[src/rtl/seg7_display_reader.sv]
// Reads four cascaded 7-segment LED buses back into a 16-bit hex value.
// Each digit must hold one pattern for STABLE samples before it is decoded.
module seg7_display_reader #(
  parameter int STABLE    = 2,
  parameter int MAX_TRIES = 16
) (
  input  logic        CLK,
  input  logic        Reset,
  input  logic        Type,
  input  logic        En,
  input  logic        Start,
  input  logic [0:7]  LED1,
  input  logic [0:7]  LED2,
  input  logic [0:7]  LED3,
  input  logic [0:7]  LED4,
  input  logic        Ready,
  output logic [15:0] Value,
  output logic [3:0]  DP,
  output logic [3:0]  Blank,
  output logic [3:0]  Err,
  output logic        Valid,
  output logic        Busy,
  output logic [1:0]  o_dbg_state
);

  // Handshake: the result is presented when Valid is high and is held, frozen,
  // until the edge on which Valid and Ready are both high; Valid then drops.
  localparam logic [1:0] S_IDLE = 2'd0;
  localparam logic [1:0] S_SCAN = 2'd1;
  localparam logic [1:0] S_DONE = 2'd2;

  localparam int TW = $clog2(MAX_TRIES + 1);
  localparam int MW = $clog2(STABLE + 1);
  localparam logic [TW-1:0] L_MAX    = TW'(MAX_TRIES);
  localparam logic [MW-1:0] L_STABLE = MW'(STABLE);

  logic [1:0]    r_state;
  logic [1:0]    r_idx;
  logic [TW-1:0] r_tries;
  logic [MW-1:0] r_match;
  logic [7:0]    r_prev;
  logic [15:0]   r_value;
  logic [3:0]    r_dp;
  logic [3:0]    r_blank;
  logic [3:0]    r_err;
  logic          r_valid;

  logic [7:0]    w_raw;
  logic [7:0]    w_samp;
  logic [TW-1:0] w_tries_n;
  logic [MW-1:0] w_match_n;
  logic [4:0]    w_dec;
  logic          w_blank;

  // Returns {ok, nibble}; the nibble is 0 for any unrecognised pattern.
  function automatic logic [4:0] f_decode(input logic [6:0] seg);
    logic [4:0] r;
    case (seg)
      7'b1111110: r = 5'h10;
      7'b0110000: r = 5'h11;
      7'b1101101: r = 5'h12;
      7'b1111001: r = 5'h13;
      7'b0110011: r = 5'h14;
      7'b1011011: r = 5'h15;
      7'b1011111: r = 5'h16;
      7'b1110000: r = 5'h17;
      7'b1111111: r = 5'h18;
      7'b1111011: r = 5'h19;
      7'b1110111: r = 5'h1A;
      7'b0011111: r = 5'h1B;
      7'b1001110: r = 5'h1C;
      7'b0111101: r = 5'h1D;
      7'b1001111: r = 5'h1E;
      7'b1000111: r = 5'h1F;
      default:    r = 5'h00;
    endcase
    return r;
  endfunction

  // Bus bit 0 (segment a) lands in w_raw[7]; dp lands in w_raw[0].
  always_comb begin
    w_raw = LED4;
    case (r_idx)
      2'd0: w_raw = LED4;
      2'd1: w_raw = LED3;
      2'd2: w_raw = LED2;
      2'd3: w_raw = LED1;
      default: w_raw = LED4;
    endcase
  end

  always_comb begin
    w_samp    = Type ? ~w_raw : w_raw;
    w_tries_n = r_tries + 1'b1;
    w_match_n = MW'(1);
    if (r_match != '0 && w_samp == r_prev) w_match_n = r_match + 1'b1;
    w_dec   = f_decode(w_samp[7:1]);
    w_blank = (w_samp[7:1] == 7'b0000000);
  end

  always_ff @(posedge CLK) begin
    if (Reset) begin
      r_state <= S_IDLE;
      r_idx   <= '0;
      r_tries <= '0;
      r_match <= '0;
      r_prev  <= '0;
      r_value <= '0;
      r_dp    <= '0;
      r_blank <= '0;
      r_err   <= '0;
      r_valid <= 1'b0;
    end else begin
      case (r_state)
        S_IDLE: begin
          if (Start && En) begin
            r_idx   <= '0;
            r_tries <= '0;
            r_match <= '0;
            r_value <= '0;
            r_dp    <= '0;
            r_blank <= '0;
            r_err   <= '0;
            r_state <= S_SCAN;
          end
        end
        S_SCAN: begin
          r_prev <= w_samp;
          if (w_match_n == L_STABLE || w_tries_n == L_MAX) begin
            // A stable match wins over a timeout landing on the same sample.
            if (w_match_n == L_STABLE) begin
              r_value[{r_idx, 2'b00} +: 4] <= w_dec[3:0];
              r_blank[r_idx]               <= w_blank;
              r_err[r_idx]                 <= !w_blank && !w_dec[4];
            end else begin
              r_value[{r_idx, 2'b00} +: 4] <= 4'h0;
              r_blank[r_idx]               <= 1'b0;
              r_err[r_idx]                 <= 1'b1;
            end
            r_dp[r_idx] <= w_samp[0];
            r_tries     <= '0;
            r_match     <= '0;
            r_idx       <= r_idx + 1'b1;
            if (r_idx == 2'd3) begin
              r_state <= S_DONE;
              r_valid <= 1'b1;
            end
          end else begin
            r_tries <= w_tries_n;
            r_match <= w_match_n;
          end
        end
        S_DONE: begin
          if (Ready) begin
            r_valid <= 1'b0;
            r_state <= S_IDLE;
          end
        end
        default: r_state <= S_IDLE;
      endcase
    end
  end

  assign Value       = r_value;
  assign DP          = r_dp;
  assign Blank       = r_blank;
  assign Err         = r_err;
  assign Valid       = r_valid;
  assign Busy        = (r_state != S_IDLE);
  assign o_dbg_state = r_state;

endmodule

[config.mk]
export PLATFORM = sky130hd
export DESIGN_NAME = seg7_display_reader
export DESIGN_NICKNAME = d
export VERILOG_FILES = /design/src/rtl/seg7_display_reader.sv
export SDC_FILE = /design/constraint.sdc
export NUM_CORES = 1
export LEC_CHECK = 0
export CELL_PAD_IN_SITES_DETAIL_PLACEMENT = 0
export CELL_PAD_IN_SITES_GLOBAL_PLACEMENT = 2
export CORE_MARGIN = 2
export CORE_UTILIZATION = 30
export CTS_BUF_LIST = sky130_fd_sc_hd__clkbuf_8 sky130_fd_sc_hd__clkbuf_16
export CTS_CLUSTER_SIZE = 14
export DETAILED_ROUTE_END_ITERATION = 16
export PLACE_DENSITY_LB_ADDON = 0.1
export SLEW_MARGIN = 10
export SYNTH_ARGS = -nofsm -noshare
export SYNTH_HDL_FRONTEND = slang
export SYNTH_SLANG_ARGS = --single-unit
[constraint.sdc]
create_clock -name CLK -period 3.74 [get_ports CLK]
set_input_delay 0.748 -clock CLK [delete_from_list [all_inputs] [get_ports CLK]]
set_output_delay 0.748 -clock CLK [all_outputs]
set_load 0.005 [all_outputs]
==> results of run 1 <==
## critical path, stage by stage
cell             delay (ns)
clkdlybuf4s50_1        0.43
a222oi_1               0.36
mux2i_1                0.17
xnor2_1                0.23
nor4bb_1               0.34
buf_4                  0.18
nand4_1                0.10
buf_4                  0.19
nor4_1                 0.28
buf_4                  0.17
a21boi_0               0.27
buf_4                  0.17
a22o_1                 0.11
## flip-flops by register name (all words and copies together), names as in the netlist
register     flops
Value           16
r_prev           8
r_tries          5
Blank            4
DP               4
Err              4
o_dbg_state      2
r_idx            2
r_match          2
Valid            1
## worst min path at each step
stage | start | endpoint
floorplan | r_match[1] | r_match[1]
global placement | r_match[1] | r_match[1]
detailed placement | r_match[1] | r_match[1]
CTS | r_match[1] | r_match[1]
global route | Err[0] | Err[0]
finish | Valid | Valid
## logic make-up (layout without fill, tap and decap cells)
family          after synthesis  in the layout  share of synthesized area (%)
xor+xnor                     31             31                           10.3
compound gates               90             90                           24.3
simple gates                103            103                           19.2
buf+inv                      33            154                           6.79
fa+ha+maj                     9              9                           3.85
mux                           8              8                           2.74
flops                        48             48                           32.8
## repair_timing
item                                   CTS  global route
resized for setup                        0             5
hold buffers                             0             0
endpoints found under the hold margin    0             0
setup endpoints to repair                0            13
setup buffers                            0             1
## synthesized netlist by cell type (all sizes together), types with 2 or more instances
| library cell | count | area share [%] |
|---|---|---|
| nor2b | 2 | 0.43 |
| nor3 | 8 | 1.4 |
| or4b | 3 | 1.2 |
| nor4 | 6 | 1.3 |
| ha | 9 | 3.8 |
| a31oi | 4 | 1.1 |
| clkbuf | 8 | 1.4 |
| nand4 | 9 | 1.9 |
| o22ai | 8 | 1.7 |
| o2bb2ai | 4 | 1.2 |
| xnor3 | 2 | 1.7 |
| nand3 | 18 | 3.1 |
| nand2 | 15 | 1.9 |
| a222oi | 7 | 2.4 |
| inv | 13 | 1.7 |
| o21ai | 9 | 1.5 |
| xnor2 | 18 | 5.4 |
| nand2b | 6 | 1.3 |
| nor2 | 23 | 2.9 |
| a32o | 3 | 1.0 |
| dfxtp | 48 | 33 |
| a211oi | 6 | 1.5 |
| xor2 | 11 | 3.3 |
| a22o | 20 | 6.1 |
| buf | 12 | 3.8 |
| a21bo | 2 | 0.68 |
| o211ai | 2 | 0.51 |
| a21oi | 14 | 2.4 |
| o32ai | 2 | 0.85 |
| and2 | 2 | 0.43 |
| or2 | 3 | 0.64 |
| mux2i | 8 | 2.7 |
## report_power, final
| group | internal [mW] | switching [mW] |
|---|---|---|
| clock network | 0.270 | 0.200 |
| logic | 0.165 | 0.160 |
| registers | 0.521 | 0.00926 |
| total | 0.956 | 0.369 |
## routing by layer
metal / vias to the layer above / part of all wire, % / wire length, um
li1: 1448 / - / -
met2: 72 / 47 / 4270
met1: 1367 / 48 / 4320
met3: 8 / 3.8 / 341
met4: 0 / 0.99 / 89
met5: - / 0 / 0
## area by class of cell
class | instances | area [um^2] | share of cell area [%]
inverter | 13 | 48.8 | 1.14
multi-input combinational | 241 | 1790 | 41.8
timing repair buffer | 133 | 1170 | 27.4
tap | 133 | 166 | 3.90
clock inverter | 3 | 68.8 | 1.61
clock buffer | 5 | 68.8 | 1.61
sequential | 48 | 961 | 22.5
==> impl_metrics.py, run 1 <==
metrics = {
    "setup_path": {
        "rr_endpoint": "Value[1]",
        "endpoint": "Value[1]",
        "crit_type": "in -> reg",
        "cp_data_arrival_time_ns": 3.74,
        "reg2reg_depth": 15,
        "startpoint_type": "input port",
        "path_max_fanout": 5,
        "critPathRequiredTime_ns": 4.00,
        "reg2reg_from": "r_idx[0]",
        "critPathLaunch": "LED2[3]",
        "end_kind": "register",
        "r2r_setup_slack_ns": 0.29,
    },
    "die": {
        "die_area_um2": 10600,
        "die_h_um": 103,
        "die_w_um": 103,
        "io_pins": 70,
        "rows": 36,
        "start_util_pct": 30.4,
        "fp.coreArea_um2": 9640,
    },
    "drt": {
        "drt-initial-drc-count": 154,
        "via_per_inst": 5.03,
        "dr.pass1.iters": 4,
        "num_vias": 2895,
        "drc": 0,
        "wl_mm": 9.02,
        "drtAntennaViolNets": 0,
        "wire_per_inst_um": 15.7,
    },
    "min_path": {
        "hold_path_depth": 2,
        "hold_path.class": "reg -> reg",
    },
    "final_layout": {
        "design_area_um2": 4270,
        "nNetsFinal": 489,
        "layout.cells.non_filler": 576,
        "final_cell_mix": "clkdlybuf4s50_1 (69), buf_4 (64), dfxtp_1 (48)",
        "finish.utilization_pct": 44.3,
        "syn_to_final_growth_pct": 45.9,
        "fill_cells": 996,
        "drive_above_1_share_pct": 20.5,
        "mostFrequentLayoutCell": "clkdlybuf4s50_1",
        "diodes": 0,
    },
    "placed_design": {
        "gp_congestion": 0.886,
        "placedCellCount": 567,
        "dp_hpwl_mm": 6.97,
        "dpl-instance-area_um2": 4110,
        "dp_slack_ns": -0.0702,
        "port_buffers": 69,
    },
    "timing": {
        "fin_crit_ns": 3.47,
        "fin_skew_ns": 0.00708,
        "final.period_utilization_pct": 92.9,
        "finalHoldViolCount": 0,
        "whs_ns": 0.465,
        "rsz0062_at_grt": "false",
        "max_clock_freq_mhz": 288,
        "slew_headroom_pct": 63.1,
        "worstMarginPinSlew_ns": 0.549,
        "tns_ns": 0,
        "drv_slew": 0,
        "fin_ws_ns": 0.265,
        "setup_violations": 0,
    },
    "synthesis": {
        "ys.flop_type": "dfxtp_1",
        "synth-async-reset-ratio_pct": 0,
        "synth_seq_cells": 48,
        "syn_inst": 322,
        "synth-seq-area-share_pct": 32.8,
        "ys_types": 58,
        "yosys_warnings": 0,
        "syn_avg_cell_area_um2": 9.09,
        "syn_nets": 369,
        "synth_area_um2": 2930,
        "synth-edff-count": 0,
    },
    "flow_run": {
        "max_cap_violations": 0,
    },
    "global_route": {
        "antenna_found_initial": 0,
        "grtUsageMet1_pct": 24.4,
        "gr-total-overflow": 0,
        "grt_pass1_vias": 2817,
        "gr-usage-met2_pct": 29.5,
        "globalRoute.busiestLayer": "met2",
        "grt_pass1_wl_mm": 14.5,
        "grt_max_degree": 20,
        "grt_use_met3_pct": 2.10,
        "grt_usage_pct": 17.6,
    },
    "clock_network": {
        "path_clk_slew_ns": 0.10,
        "htreeDepth": 2,
        "clkLatencyLatePin_ns": 0.31,
        "cts_root_buf": "clkbuf_8",
        "cts_buffer_depth": 2,
        "clock-sinks": 48,
        "cts_buffers": 5,
        "cts_tree": "built",
    },
    "pwr": {
        "ir_drop_v": 0.000138,
        "leakagePower_nw": 1.66,
        "powerDensity_nw_per_um2": 310,
        "total_power_mw": 1.33,
    },
    "run_status": {
        "outcome": "completed",
    },
}
Power figures use the tool's default switching activity.
==> run 2, diff against run 1 <==
CORE_ASPECT_RATIO = 0.75   (was default)
SLEW_MARGIN = 20   (was 10)
==> run 2 against run 1 <==
Against the previous run:
- non-clock buffer count is 14 lower
- register-to-register slack worse by 0.06 ns
- utilization is 0.49 points lower
- combinational power is 4% lower
- sequential power hardly changed
- critical path type is now reg -> reg
- wire length is 1.5% lower
- final cell count is 2.6% lower
- clock skew is 0.00069 ns higher
- largest power group unchanged
- global-route usage is 0.52 points lower
- clock power hardly changed
- first-iteration DRC count is 32% higher
- largest cell class unchanged
==> impl_metrics.py, run 2 (synthesis gave the netlist of run 1 again) <==
metrics = {
    "run_status": {
        "outcome": "completed",
    },
    "drt": {
        "drtAntennaViolNets": 0,
        "wire_per_inst_um": 15.8,
        "num_vias": 2830,
        "via_per_inst": 5.04,
        "drt-initial-drc-count": 203,
        "dr.pass1.iters": 5,
        "drc": 0,
        "wl_mm": 8.89,
    },
    "placed_design": {
        "dp_slack_ns": -0.146,
        "port_buffers": 69,
        "dp_hpwl_mm": 6.84,
        "dpl-instance-area_um2": 4020,
        "gp_congestion": 0.842,
        "placedCellCount": 553,
    },
    "clock_network": {
        "clkLatencyLatePin_ns": 0.29,
        "path_clk_slew_ns": 0.07,
        "htreeDepth": 2,
        "cts_buffers": 5,
        "cts_buffer_depth": 2,
        "hold_buffers": 0,
        "cts_root_buf": "clkbuf_16",
        "clock-sinks": 48,
        "cts_tree": "built",
    },
    "pwr": {
        "total_power_mw": 1.32,
        "ir_drop_v": 0.000191,
        "leakagePower_nw": 1.60,
        "powerDensity_nw_per_um2": 313,
    },
    "timing": {
        "fin_crit_ns": 3.51,
        "rsz0062_at_grt": "false",
        "setup_violations": 0,
        "whs_ns": 0.468,
        "tns_ns": 0,
        "fin_skew_ns": 0.00776,
        "slew_headroom_pct": 59.0,
        "drv_slew": 0,
        "finalHoldViolCount": 0,
        "worstMarginPinSlew_ns": 0.613,
        "fin_ws_ns": 0.229,
        "max_clock_freq_mhz": 285,
        "final.period_utilization_pct": 93.9,
    },
    "setup_path": {
        "slowest_stage": "or4b_4",
        "path_cells": "inv_1 -> ha_2 -> buf_4 -> a222oi_1 -> mux2i_2 -> xor2_1 -> or4b_4 -> o32ai_2 -> nor2_1 -> a21boi_0 -> buf_4 -> a22o_1",
        "cp_slowest_stage_delay_ns": 0.57,
        "startpoint_type": "register",
        "r2r_setup_slack_ns": 0.23,
        "reg2reg_from": "r_idx[0]",
        "end_kind": "register",
        "path_max_fanout": 7,
        "reg2reg_depth": 12,
        "crit_type": "reg -> reg",
        "rr_endpoint": "Value[0]",
        "cp_data_arrival_time_ns": 3.75,
        "crit_path_frequent_cell": "buf_4",
        "critPathRequiredTime_ns": 3.98,
    },
    "die": {
        "rows": 31,
        "die_w_um": 118,
        "die_area_um2": 10600,
        "die_h_um": 89.6,
        "start_util_pct": 30.6,
        "fp.coreArea_um2": 9580,
        "io_pins": 70,
    },
    "final_layout": {
        "nNetsFinal": 475,
        "drive_above_1_share_pct": 18.2,
        "final_cell_mix": "clkdlybuf4s50_1 (69), buf_4 (49), dfxtp_1 (48)",
        "fill_cells": 971,
        "finish.utilization_pct": 43.8,
        "multi_input_area_um2": 1790,
        "largest_register_ffs": 16,
        "design_area_um2": 4200,
        "diodes": 0,
        "mostFrequentLayoutCell": "clkdlybuf4s50_1",
        "syn_to_final_growth_pct": 43.4,
        "layout.cells.non_filler": 561,
        "register_area_um2": 961,
    },
    "min_path": {
        "min_to": "Err[0]",
        "hold_path_depth": 1,
        "hold_path.class": "reg -> reg",
        "hp-start": "Err[0]",
    },
    "flow_run": {
        "max_cap_violations": 0,
    },
    "global_route": {
        "grt_pass1_wl_mm": 14.0,
        "grt_usage_pct": 17.1,
        "grt_max_degree": 21,
        "antenna_found_initial": 0,
        "gr-total-overflow": 0,
        "grt_pass1_vias": 2646,
    },
}
-- run 2: cell count changes in the layout (fill, tap and decap cells not counted), sizes merged --
cell / previous run / this run
buf: 64 / 50
bufinv: 2 / 0
clkbuf: 5 / 6
clkinv: 0 / 1
-- run 2: critical path: cells and delay by family (launching register included) --
kind / cells / cell delay [ns]
multiplexers: 1 / 0.21
buffers and inverters: 3 / 0.44
adder cells (fa/ha/maj): 1 / 0.26
AO/OA/AOI/OAI: 4 / 1.17
XOR/XNOR: 1 / 0.20
AND/OR/NAND/NOR: 2 / 0.75
flip-flops: 1 / 0.40
-- run 2: worst max-delay path by stage --
stage	startpoint	to	slack, ns	cells after the start
2_1_floorplan	r_idx[0]	Value[4]	0.40	11
3_3_place_gp	LED2[2]	Value[1]	-0.16	13
3_5_place_dp	LED2[2]	Value[0]	-0.15	13
4_1_cts	r_idx[0]	Value[0]	0.02	14
5_1_grt	r_idx[1]	Value[6]	0.01	11
6_report	r_idx[0]	Value[0]	0.23	12
-- run 2: final cells by class --
class                   count  area share [%]
clock buffers               6            3.31
flip-flops and latches     48            22.9
well taps                 132            3.93
repair buffers            119            25.7
inverters                  13            1.16
multi-input cells         241            42.7
clock inverters             2           0.328
-- run 2: repair_timing --
item,CTS,global route
endpoints found under the setup margin,2,26
pin swaps,0,1
setup buffers,0,0
resized for setup,1,5
-- run 2: metal layers --
layer | up-vias | track usage (%) | routed length [um]
li1 | 1426 | - | -
met1 | 1310 | 23.5 | 4410
met2 | 88 | 28.2 | 4000
met3 | 6 | 3.57 | 422
met4 | 0 | 3.29 | 53
met5 | - | 0 | 0
-- run 2: power by group --
part | total [mW] | internal [mW] | switching (mW)
registers | 0.532 | 0.522 | 0.0100
logic | 0.312 | 0.156 | 0.156
clock network | 0.472 | 0.268 | 0.204
total | 1.32 | 0.946 | 0.370
